File: config.mk
export PLATFORM = sky130hd
export DESIGN_NAME = yz_stream_decoder_flat
export DESIGN_NICKNAME = d
export VERILOG_FILES = /design/src/rtl/yz_stream_if.sv /design/src/rtl/yz_stream_decoder.sv /design/src/flat_wrapper.sv
export SDC_FILE = /design/constraint.sdc
export NUM_CORES = 1
export LEC_CHECK = 0
export ABC_AREA = 1
export CAP_MARGIN = 25
export CORE_MARGIN = 2
export CORE_UTILIZATION = 48
export DETAILED_ROUTE_END_ITERATION = 8
export GPL_ROUTABILITY_DRIVEN = 0
export PLACE_DENSITY = 0.79
export REMOVE_ABC_BUFFERS = 1
export SETUP_SLACK_MARGIN = 0.15
export SLEW_MARGIN = 40
export SYNTH_ARGS = -nofsm -noshare
export SYNTH_HDL_FRONTEND = slang
export SYNTH_SLANG_ARGS = --single-unit
File: constraint.sdc
create_clock -name clk -period 1.7 [get_ports clk]
set_clock_uncertainty 0.15 [all_clocks]
set_input_delay 0.51 -clock clk [delete_from_list [all_inputs] [get_ports clk]]
set_output_delay 0.51 -clock clk [all_outputs]
set_load 0.02 [all_outputs]
File: src/rtl/yz_stream_if.sv
// ----------------------------------------------------------------------------
// yz_stream_if
// Bundles the symbol input and the decoded outputs of the {y,z} stream
// decoder so the decoder and its environment share one connection.
//   sym_valid       symbol {y,z} present this cycle
//   y, z            symbol MSB / LSB
//   state           tracked encoder state (A=00 B=01 C=11 HUNT=10)
//   x_out, x_valid  recovered bit and its 1-cycle strobe
//   err             1-cycle strobe, illegal symbol sequence
//   data_word       packed recovered bits, first bit in [0]
//   word_valid      1-cycle strobe, data_word is a complete word
// Modports: master = symbol source / output consumer, slave = decoder.
// ----------------------------------------------------------------------------
interface yz_stream_if #(
  parameter int W = 4
);
  logic         sym_valid;
  logic         y;
  logic         z;
  logic [1:0]   state;
  logic         x_out;
  logic         x_valid;
  logic         err;
  logic [W-1:0] data_word;
  logic         word_valid;

  modport master (
    output sym_valid, y, z,
    input  state, x_out, x_valid, err, data_word, word_valid
  );

  modport slave (
    input  sym_valid, y, z,
    output state, x_out, x_valid, err, data_word, word_valid
  );
endinterface

File: src/rtl/yz_stream_decoder.sv
// ----------------------------------------------------------------------------
// yz_stream_decoder
// Receive-side inverse of the 3-state x->{y,z} Mealy encoder
//   A(00): x=1 -> 11, go C; x=0 -> 01, go B
//   B(01): 10, x ? C : B
//   C(11): 00, x ? C : A
// Every symbol's class (11/01 -> A, 10 -> B, 00 -> C) is the encoder state
// that emitted it, so the class of the next symbol reveals the encoder's
// next state and therefore the bit x that went with the previous symbol.
// Recovered bits are packed LSB-first into W-bit words.
// Ports:
//   clk   rising-edge clock
//   rst   asynchronous, active-high reset
//   bus   yz_stream_if.slave (symbol in, decoded outputs out)
// ----------------------------------------------------------------------------
module yz_stream_decoder #(
  parameter int W = 4
) (
  input logic       clk,
  input logic       rst,
  yz_stream_if.slave bus
);

  localparam logic [1:0] ST_A    = 2'b00;
  localparam logic [1:0] ST_B    = 2'b01;
  localparam logic [1:0] ST_C    = 2'b11;
  localparam logic [1:0] ST_HUNT = 2'b10;

  localparam int CW = (W > 1) ? $clog2(W) : 1;

  logic [1:0]    sym;
  logic [1:0]    sym_class;
  logic [1:0]    last_sym;   // last accepted symbol; its bit is still pending
  logic          legal;
  logic          x_bit;
  logic [CW-1:0] count;

  assign sym = {bus.y, bus.z};

  always_comb begin
    case (sym)
      2'b10:   sym_class = ST_B;
      2'b00:   sym_class = ST_C;
      default: sym_class = ST_A;
    endcase
  end

  // In every legal transition the pending bit is 1 exactly when the new
  // symbol is class C: the encoder only enters C on x=1 and only leaves
  // toward A/B on x=0.
  // NOTE: every signal assigned in an always_comb gets a default first so no
  // path can leave it unassigned and infer a latch.
  always_comb begin
    legal = 1'b0;
    x_bit = (sym_class == ST_C);
    case (last_sym)
      2'b11:   legal = (sym_class == ST_C);
      2'b01:   legal = (sym_class == ST_B);
      2'b10:   legal = (sym_class == ST_B) || (sym_class == ST_C);
      default: legal = (sym_class == ST_C) || (sym_class == ST_A);
    endcase
  end

  // NOTE: the reset is in the sensitivity list, so it takes effect at once
  // rather than waiting for the next clock edge.
  always_ff @(posedge clk or posedge rst) begin
    if (rst) begin
      bus.state      <= ST_HUNT;
      last_sym       <= 2'b00;
      count          <= '0;
      bus.x_out      <= 1'b0;
      bus.x_valid    <= 1'b0;
      bus.err        <= 1'b0;
      bus.data_word  <= '0;
      bus.word_valid <= 1'b0;
    end else begin
      // NOTE: non-blocking assignments so every register sees the values from
      // before this edge, independent of statement order.
      bus.x_valid    <= 1'b0;
      bus.err        <= 1'b0;
      bus.word_valid <= 1'b0;
      if (bus.sym_valid) begin
        if (bus.state == ST_HUNT) begin
          // Only a class-A symbol can start alignment; B/C are dropped.
          if (sym_class == ST_A) begin
            bus.state <= ST_A;
            last_sym  <= sym;
          end
        end else if (legal) begin
          bus.x_valid          <= 1'b1;
          bus.x_out            <= x_bit;
          bus.data_word[count] <= x_bit;
          bus.state            <= sym_class;
          last_sym             <= sym;
          if (count == CW'(W - 1)) begin
            bus.word_valid <= 1'b1;
            count          <= '0;
          end else begin
            count <= count + 1'b1;
          end
        end else begin
          // Drop pending bit and partial word; the offending symbol is not
          // reconsidered as an alignment candidate.
          bus.err   <= 1'b1;
          count     <= '0;
          bus.state <= ST_HUNT;
        end
      end
    end
  end

endmodule

File: src/flat_wrapper.sv
// flat-port wrapper written by rule: the top's interface ports become plain ports
module yz_stream_decoder_flat 
#(
  parameter int W = 4
)
  (clk, rst, bus_sym_valid, bus_y, bus_z, bus_state, bus_x_out, bus_x_valid, bus_err, bus_data_word, bus_word_valid);
  yz_stream_if #(.W(W)) bus_i ();
  input logic clk;
  input logic rst;
  input wire logic [$bits(bus_i.sym_valid)-1:0] bus_sym_valid;
  input wire logic [$bits(bus_i.y)-1:0] bus_y;
  input wire logic [$bits(bus_i.z)-1:0] bus_z;
  output wire logic [$bits(bus_i.state)-1:0] bus_state;
  output wire logic [$bits(bus_i.x_out)-1:0] bus_x_out;
  output wire logic [$bits(bus_i.x_valid)-1:0] bus_x_valid;
  output wire logic [$bits(bus_i.err)-1:0] bus_err;
  output wire logic [$bits(bus_i.data_word)-1:0] bus_data_word;
  output wire logic [$bits(bus_i.word_valid)-1:0] bus_word_valid;
  assign bus_i.sym_valid = bus_sym_valid;
  assign bus_i.y = bus_y;
  assign bus_i.z = bus_z;
  assign bus_state = bus_i.state;
  assign bus_x_out = bus_i.x_out;
  assign bus_x_valid = bus_i.x_valid;
  assign bus_err = bus_i.err;
  assign bus_data_word = bus_i.data_word;
  assign bus_word_valid = bus_i.word_valid;
  yz_stream_decoder #(.W(W)) u_core (.clk(clk), .rst(rst), .bus(bus_i));
endmodule
==> results of run 1 <==
sequential cells by signal, indices dropped and copies added, names as in the netlist:
register	flops
u_core.bus.data_word	4
u_core.bus.x_valid	1
u_core.bus.state	2
u_core.bus.word_valid	1
u_core.bus.err	1
u_core.bus.x_out	1
u_core.last_sym	2
u_core.count	2
where the power goes:
group          internal [mW]  switching [mW]  total (mW)
combinational          0.288           0.485       0.773
clock                 0.0913           0.108       0.200
sequential             0.466          0.0794       0.546
what timing repair did:
item | CTS | global route
setup endpoints to repair | 22 | 10
gates resized for setup | 42 | 5
hold buffers | 0 | 0
setup buffers | 0 | 0
pin swaps | 1 | 0
synth_stat cells:
| cell | number | area share, % |
|---|---|---|
| sky130_fd_sc_hd__nand2_4 | 2 | 3.1 |
| sky130_fd_sc_hd__nand4_1 | 4 | 3.5 |
| sky130_fd_sc_hd__nor2_8 | 1 | 2.8 |
| sky130_fd_sc_hd__dfrtp_1 | 13 | 45 |
| sky130_fd_sc_hd__inv_2 | 1 | 0.52 |
| sky130_fd_sc_hd__nand2_1 | 21 | 11 |
| sky130_fd_sc_hd__dfstp_2 | 1 | 3.7 |
| sky130_fd_sc_hd__a21o_1 | 1 | 1.0 |
| sky130_fd_sc_hd__o21ai_0 | 3 | 2.1 |
| sky130_fd_sc_hd__nor2_1 | 2 | 1.0 |
| sky130_fd_sc_hd__o211ai_1 | 1 | 1.0 |
| sky130_fd_sc_hd__nand3_1 | 8 | 5.6 |
| sky130_fd_sc_hd__ha_1 | 4 | 7.0 |
| sky130_fd_sc_hd__nand3_4 | 1 | 2.4 |
| sky130_fd_sc_hd__nand2_2 | 3 | 2.6 |
| sky130_fd_sc_hd__o22ai_1 | 2 | 1.7 |
| sky130_fd_sc_hd__inv_1 | 10 | 5.2 |
area by class of cell:
cell class                      count  area (µm²)
Clock buffer                        4       26.28
Fill cell                         111       432.9
Inverter                           11       41.29
Multi-Input combinational cell     53       322.8
Sequential cell                    14       351.6
Tap cell                           15       18.77
Timing Repair Buffer               22       156.4
stage by stage:
step / power [mW] / hold WS (ns) / instance area [µm²] / TNS (ns)
finish: 1.518 / 0.3335 / 917.1 / 0
floorplan: 1.066 / 0.2485 / 715.7 / 0
global placement: 1.371 / 0.3114 / 934.6 / -2.478
global route: 1.644 / 0.3591 / 917.1 / 0
detailed placement: 1.393 / 0.3191 / 934.6 / -2.966
CTS: 1.509 / 0.3377 / 908.4 / 0
logic make-up after synthesis:
kind of cell | after synthesis | share of synthesized area, %
AOI/OAI and AO/OA | 7 | 5.944
adders and majority gates | 4 | 6.993
and+or+nand+nor | 42 | 32.17
buffers and inverters | 11 | 5.769
DFF | 14 | 49.13
routing by layer:
layer / vias to the layer above / part of all wire [%] / GRT usage (%)
li1: 305 / - / -
met2: 17 / 44 / 30.46
met5: - / 0 / 0
met1: 276 / 49 / 26.09
met3: 3 / 5.2 / 4.310
met4: 0 / 1.7 / 9.375
worst max-delay path by stage:
| stage | startpoint | end | slack (ns) |
|---|---|---|---|
| global placement | bus_z | u_core.last_sym[0]$_DFFE_PP0P_ | -0.22 |
| CTS | u_core.bus.state[1]$_DFFE_PP1P_ | bus_state[1] | 0.07 |
| detailed placement | bus_z | u_core.last_sym[0]$_DFFE_PP0P_ | -0.27 |
| global route | u_core.bus.state[1]$_DFFE_PP1P_ | bus_state[1] | 0.08 |
| finish | u_core.bus.state[1]$_DFFE_PP1P_ | bus_state[1] | 0.11 |
| floorplan | u_core.bus.state[1]$_DFFE_PP1P_ | u_core.bus.state[0]$_DFFE_PP0P_ | 0.26 |
==> results_dict.tcl, run 1 <==
set metrics [dict create \
    syn2layout_area_growth_pct 28.15 \
    worst_slew_margin_rel_pct 76.05 \
    routed-via-count 601 \
    reg2regPathDepth 6 \
    layout_commonest_cell "sky130_fd_sc_hd__nand2_1" \
    clock.fmax_mhz 629.2 \
    place.detailed.instances 115 \
    final-setup-viol-count 0 \
    dr.first_iter.drc_count 5 \
    path_clk_slew_ns 0.08 \
    coreArea_um2 1350 \
    mostFrequentLayoutCells "sky130_fd_sc_hd__nand2_1, sky130_fd_sc_hd__dfrtp_1, sky130_fd_sc_hd__inv_1, sky130_fd_sc_hd__buf_2" \
    port_buffers 14 \
    yosysWarnings 0 \
    timing.critical_path.slowest_cell_delay_ns 0.54 \
    drcViolationCount 0 \
    path_cells "buf_6" \
    hold_start "u_core.bus.data_word[1]$_DFFE_PP0P_" \
    rr_endpoint "u_core.bus.state[0]$_DFFE_PP0P_" \
    crit_buf_inv 1 \
    hold_path_class "flip-flop to flip-flop" \
    vias_in_the_first_global_route 611 \
    p_leak_nw 0.5300 \
    syn_area_um2 715.7 \
    cpLargestDelayFamily "flip-flops" \
    worstSkewPairLatency_ns 0.29 \
    htree_levels 1 \
    post_drt_via_cell_ratio 5.050 \
    regToRegSetupSlack_ns 0.24 \
    holdPathEnd "u_core.bus.data_word[1]$_DFFE_PP0P_" \
    postSynthAreaPerCell_um2 9.175 \
    fin_crit_ns 1.589 \
    min_delay_path_depth 2 \
    die_width_um 42.62 \
    timing.critical_path.fanout_max 2 \
    ratio_of_total_power_to_cell_area_nw_per_um2 1655 \
    std_cell_rows 13 \
    fin_cells 119 \
    final_min_period_over_clock_period_pct 93.49 \
    timing.final.hold_violations 0 \
    post_route_cells_drive_above_1_share_pct 29.81 \
    timing_worst_setup_path_type "flip-flop to primary output" \
    synthesized_netlist_cell_count 78 \
    cts_root_buf "sky130_fd_sc_hd__clkbuf_4" \
    grt_pass1_wl_um 2656 \
    report.final.slew_viol_count 0 \
    die-area_um2 1816 \
    cpMaxStageDelayCell "sky130_fd_sc_hd__dfstp_2" \
    cts.path.max_buffers 2 \
    number_of_antenna_violations_at_the_first_check_in_global_routing 0 \
    worst_setup_slack_post_dpl_ns -0.2721 \
    final.setup.worst_slack_ns 0.1107 \
    final_nets 114 \
    regToRegStartpoint "u_core.bus.state[1]$_DFFE_PP1P_" \
    dpl.hpwl_um 1124 \
    totalWireLength_um 1451 \
    drt_first_pass_iters 4 \
    peakVddDrop_mv 0.8708 \
    tritoncts.num_buffers 3 \
    worst_setup_path_start_kind "flip-flop" \
    final_util_pct 67.93 \
    rsz_0062_raised_after_global_routing "yes" \
    arrival_ns 0.93 \
    number_of_register_bits_inferred_by_synthesis 14 \
    timing.max_cap.violations 0 \
    numClockSinks 14 \
    chipHeight_um 42.62 \
    grt.total_usage_pct 19.73 \
    ios 15 \
    antenna_cells_inserted 0 \
    ant_nets 0 \
    grt_overflow_total 0 \
    wire_per_inst_um 12.19 \
    worstSetupEndpointType "primary output" \
    maximum_number_of_pins_on_one_net_before_global_route_repair 15 \
    cp.depth 1 \
    initial_util_pct 53.01 \
    critical_path_required_ns 1.04 \
    post_synth_num_cell_types 17 \
    tightestPinTransition_ns 0.3580 \
    cts_tree "built" \
    result_of_the_run "completed" \
    synth.yosys.seq_area_share_pct 49.13 \
]
Power figures use the tool's default switching activity.
==> run 2: changes to the inputs <==
Settings changed: ABC_CLOCK_PERIOD_IN_PS set to 1700, PLACE_DENSITY 0.79 to not set, PLACE_DENSITY_LB_ADDON set to 0.2.
==> results_dict.tcl, run 2 (synthesis results as in run 1) <==
set metrics [dict create \
    cpMaxStageDelayCell "sky130_fd_sc_hd__dfstp_2" \
    cts_root_buf "sky130_fd_sc_hd__clkbuf_4" \
    clock.fmax_mhz 625.8 \
    drt_first_pass_iters 4 \
    maximum_number_of_pins_on_one_net_before_global_route_repair 15 \
    largest_register_ffs 4 \
    layout_commonest_cell "sky130_fd_sc_hd__nand2_1" \
    rsz_0062_raised_after_global_routing "yes" \
    arrival_ns 0.94 \
    cts_tree "built" \
    die_width_um 42.62 \
    layout.cell_area.non_filler_um2 945.9 \
    hold_path_class "flip-flop to flip-flop" \
    timing_worst_setup_path_type "flip-flop to primary output" \
    final_min_period_over_clock_period_pct 93.99 \
    syn2layout_area_growth_pct 32.17 \
    antenna_cells_inserted 0 \
    post_route_cells_drive_above_1_share_pct 33.65 \
    coreArea_um2 1350 \
    numClockSinks 14 \
    dr.first_iter.drc_count 12 \
    post_cts_hold_buffer_count 0 \
    final-setup-viol-count 0 \
    htree_levels 1 \
    timing.max_cap.violations 0 \
    post_dp_cell_area_um2 934.6 \
    cpLargestDelayFamily "flip-flops" \
    grt_overflow_total 0 \
    initial_util_pct 53.01 \
    dpl.hpwl_um 1132 \
    chipHeight_um 42.62 \
    fillerInstances 113 \
    crit_buf_inv 1 \
    fin_cells 119 \
    worst_setup_path_start_kind "flip-flop" \
    number_of_antenna_violations_at_the_first_check_in_global_routing 0 \
    grt.total_usage_pct 19.89 \
    worst_slew_margin_rel_pct 70.62 \
    tightestPinTransition_ns 0.4391 \
    die-area_um2 1816 \
    post_drt_via_cell_ratio 5.134 \
    timing.final.hold_violations 0 \
    timing.critical_path.slowest_cell_delay_ns 0.55 \
    worstSetupEndpointType "primary output" \
    ratio_of_total_power_to_cell_area_nw_per_um2 1707 \
    result_of_the_run "completed" \
    std_cell_rows 13 \
    fin_tns_setup_ns 0 \
    ios 15 \
    top_register "u_core.bus.data_word" \
    post-layout-total-power_mw 1.614 \
    fin_crit_ns 1.598 \
    grt_pass1_wl_um 2670 \
    ant_nets 0 \
    drcViolationCount 0 \
    wire_per_inst_um 13.09 \
    place.detailed.instances 115 \
    peakVddDrop_mv 0.7903 \
    report.final.slew_viol_count 0 \
    tritoncts.num_buffers 3 \
    critical_path_required_ns 1.04 \
    port_buffers 14 \
    p_leak_nw 0.5447 \
    vias_in_the_first_global_route 587 \
    regToRegSetupSlack_ns 0.26 \
    worstSkewPairLatency_ns 0.28 \
    totalWireLength_um 1558 \
    path_cells "buf_6" \
    timing.critical_path.fanout_max 2 \
    routed-via-count 611 \
    cts.path.max_buffers 2 \
    mostFrequentLayoutCells "sky130_fd_sc_hd__nand2_1, sky130_fd_sc_hd__dfrtp_1, sky130_fd_sc_hd__inv_1, sky130_fd_sc_hd__buf_2, sky130_fd_sc_hd__buf_4" \
    final_nets 114 \
    path_clk_slew_ns 0.09 \
]
==> run 2: cell counts in the layout (fill, tap and decap cells not counted) <==
No cell type changed its count.
==> run 2: worst paths after layout <==
check	start	to	depth (start not counted)
min in group asynchronous	rst	u_core.bus.word_valid$_DFF_PP0_	3
min reg2reg	u_core.bus.data_word[2]$_DFFE_PP0P_	u_core.bus.data_word[2]$_DFFE_PP0P_	2
max	u_core.bus.state[1]$_DFFE_PP1P_	bus_state[1]	1
max reg2reg	u_core.bus.state[1]$_DFFE_PP1P_	u_core.last_sym[1]$_DFFE_PP0P_	7
min	u_core.bus.data_word[2]$_DFFE_PP0P_	u_core.bus.data_word[2]$_DFFE_PP0P_	2
max in group asynchronous	rst	u_core.bus.state[1]$_DFFE_PP1P_	3
==> run 2: metal layers <==
layer  wire length, µm  GRT usage [%]
met5                 0              0
met4                14          7.500
met3                53          2.586
met2               784          34.15
met1               705          25.20
==> run 2: per-stage QoR <==
stage	hold slack [ns]	setup WS, ns	util, %
after floorplan	0.2485	0.2598	-
after global placement	0.3149	-0.2312	69.23
after detailed placement	0.3147	-0.2516	69.23
after CTS	0.3359	0.05523	68.40
after global routing	0.3627	0.06855	70.06
final	0.3355	0.1021	70.06
==> run 2: area by class of cell <==
class                   instances  area [µm²]  share of cell area (%)
inverters                      11       41.29                   4.365
flip-flops and latches         14       351.6                   37.17
multi-input cells              53       341.6                   36.11
well taps                      15       18.77                   1.984
clock buffers                   4       36.28                   3.836
repair buffers                 22       156.4                   16.53
==> run 2: timing repair <==
item / in CTS / in global routing
setup buffers: 0 / 0
endpoints found under the setup margin: 22 / 10
resized for setup: 44 / 6
pin swaps: 0 / 0
==> run 2: where the power goes <==
part           internal, mW  switching [mW]
combinational         0.303           0.512
clock                 0.130           0.115
sequential            0.466          0.0865
total                 0.900           0.714
==> run 3: changes to the inputs <==
Settings changed: ABC_CLOCK_PERIOD_IN_PS 1700 to not set.
==> results of run 3 <==
Final layout, timing and power as in run 2 (identical DEF).
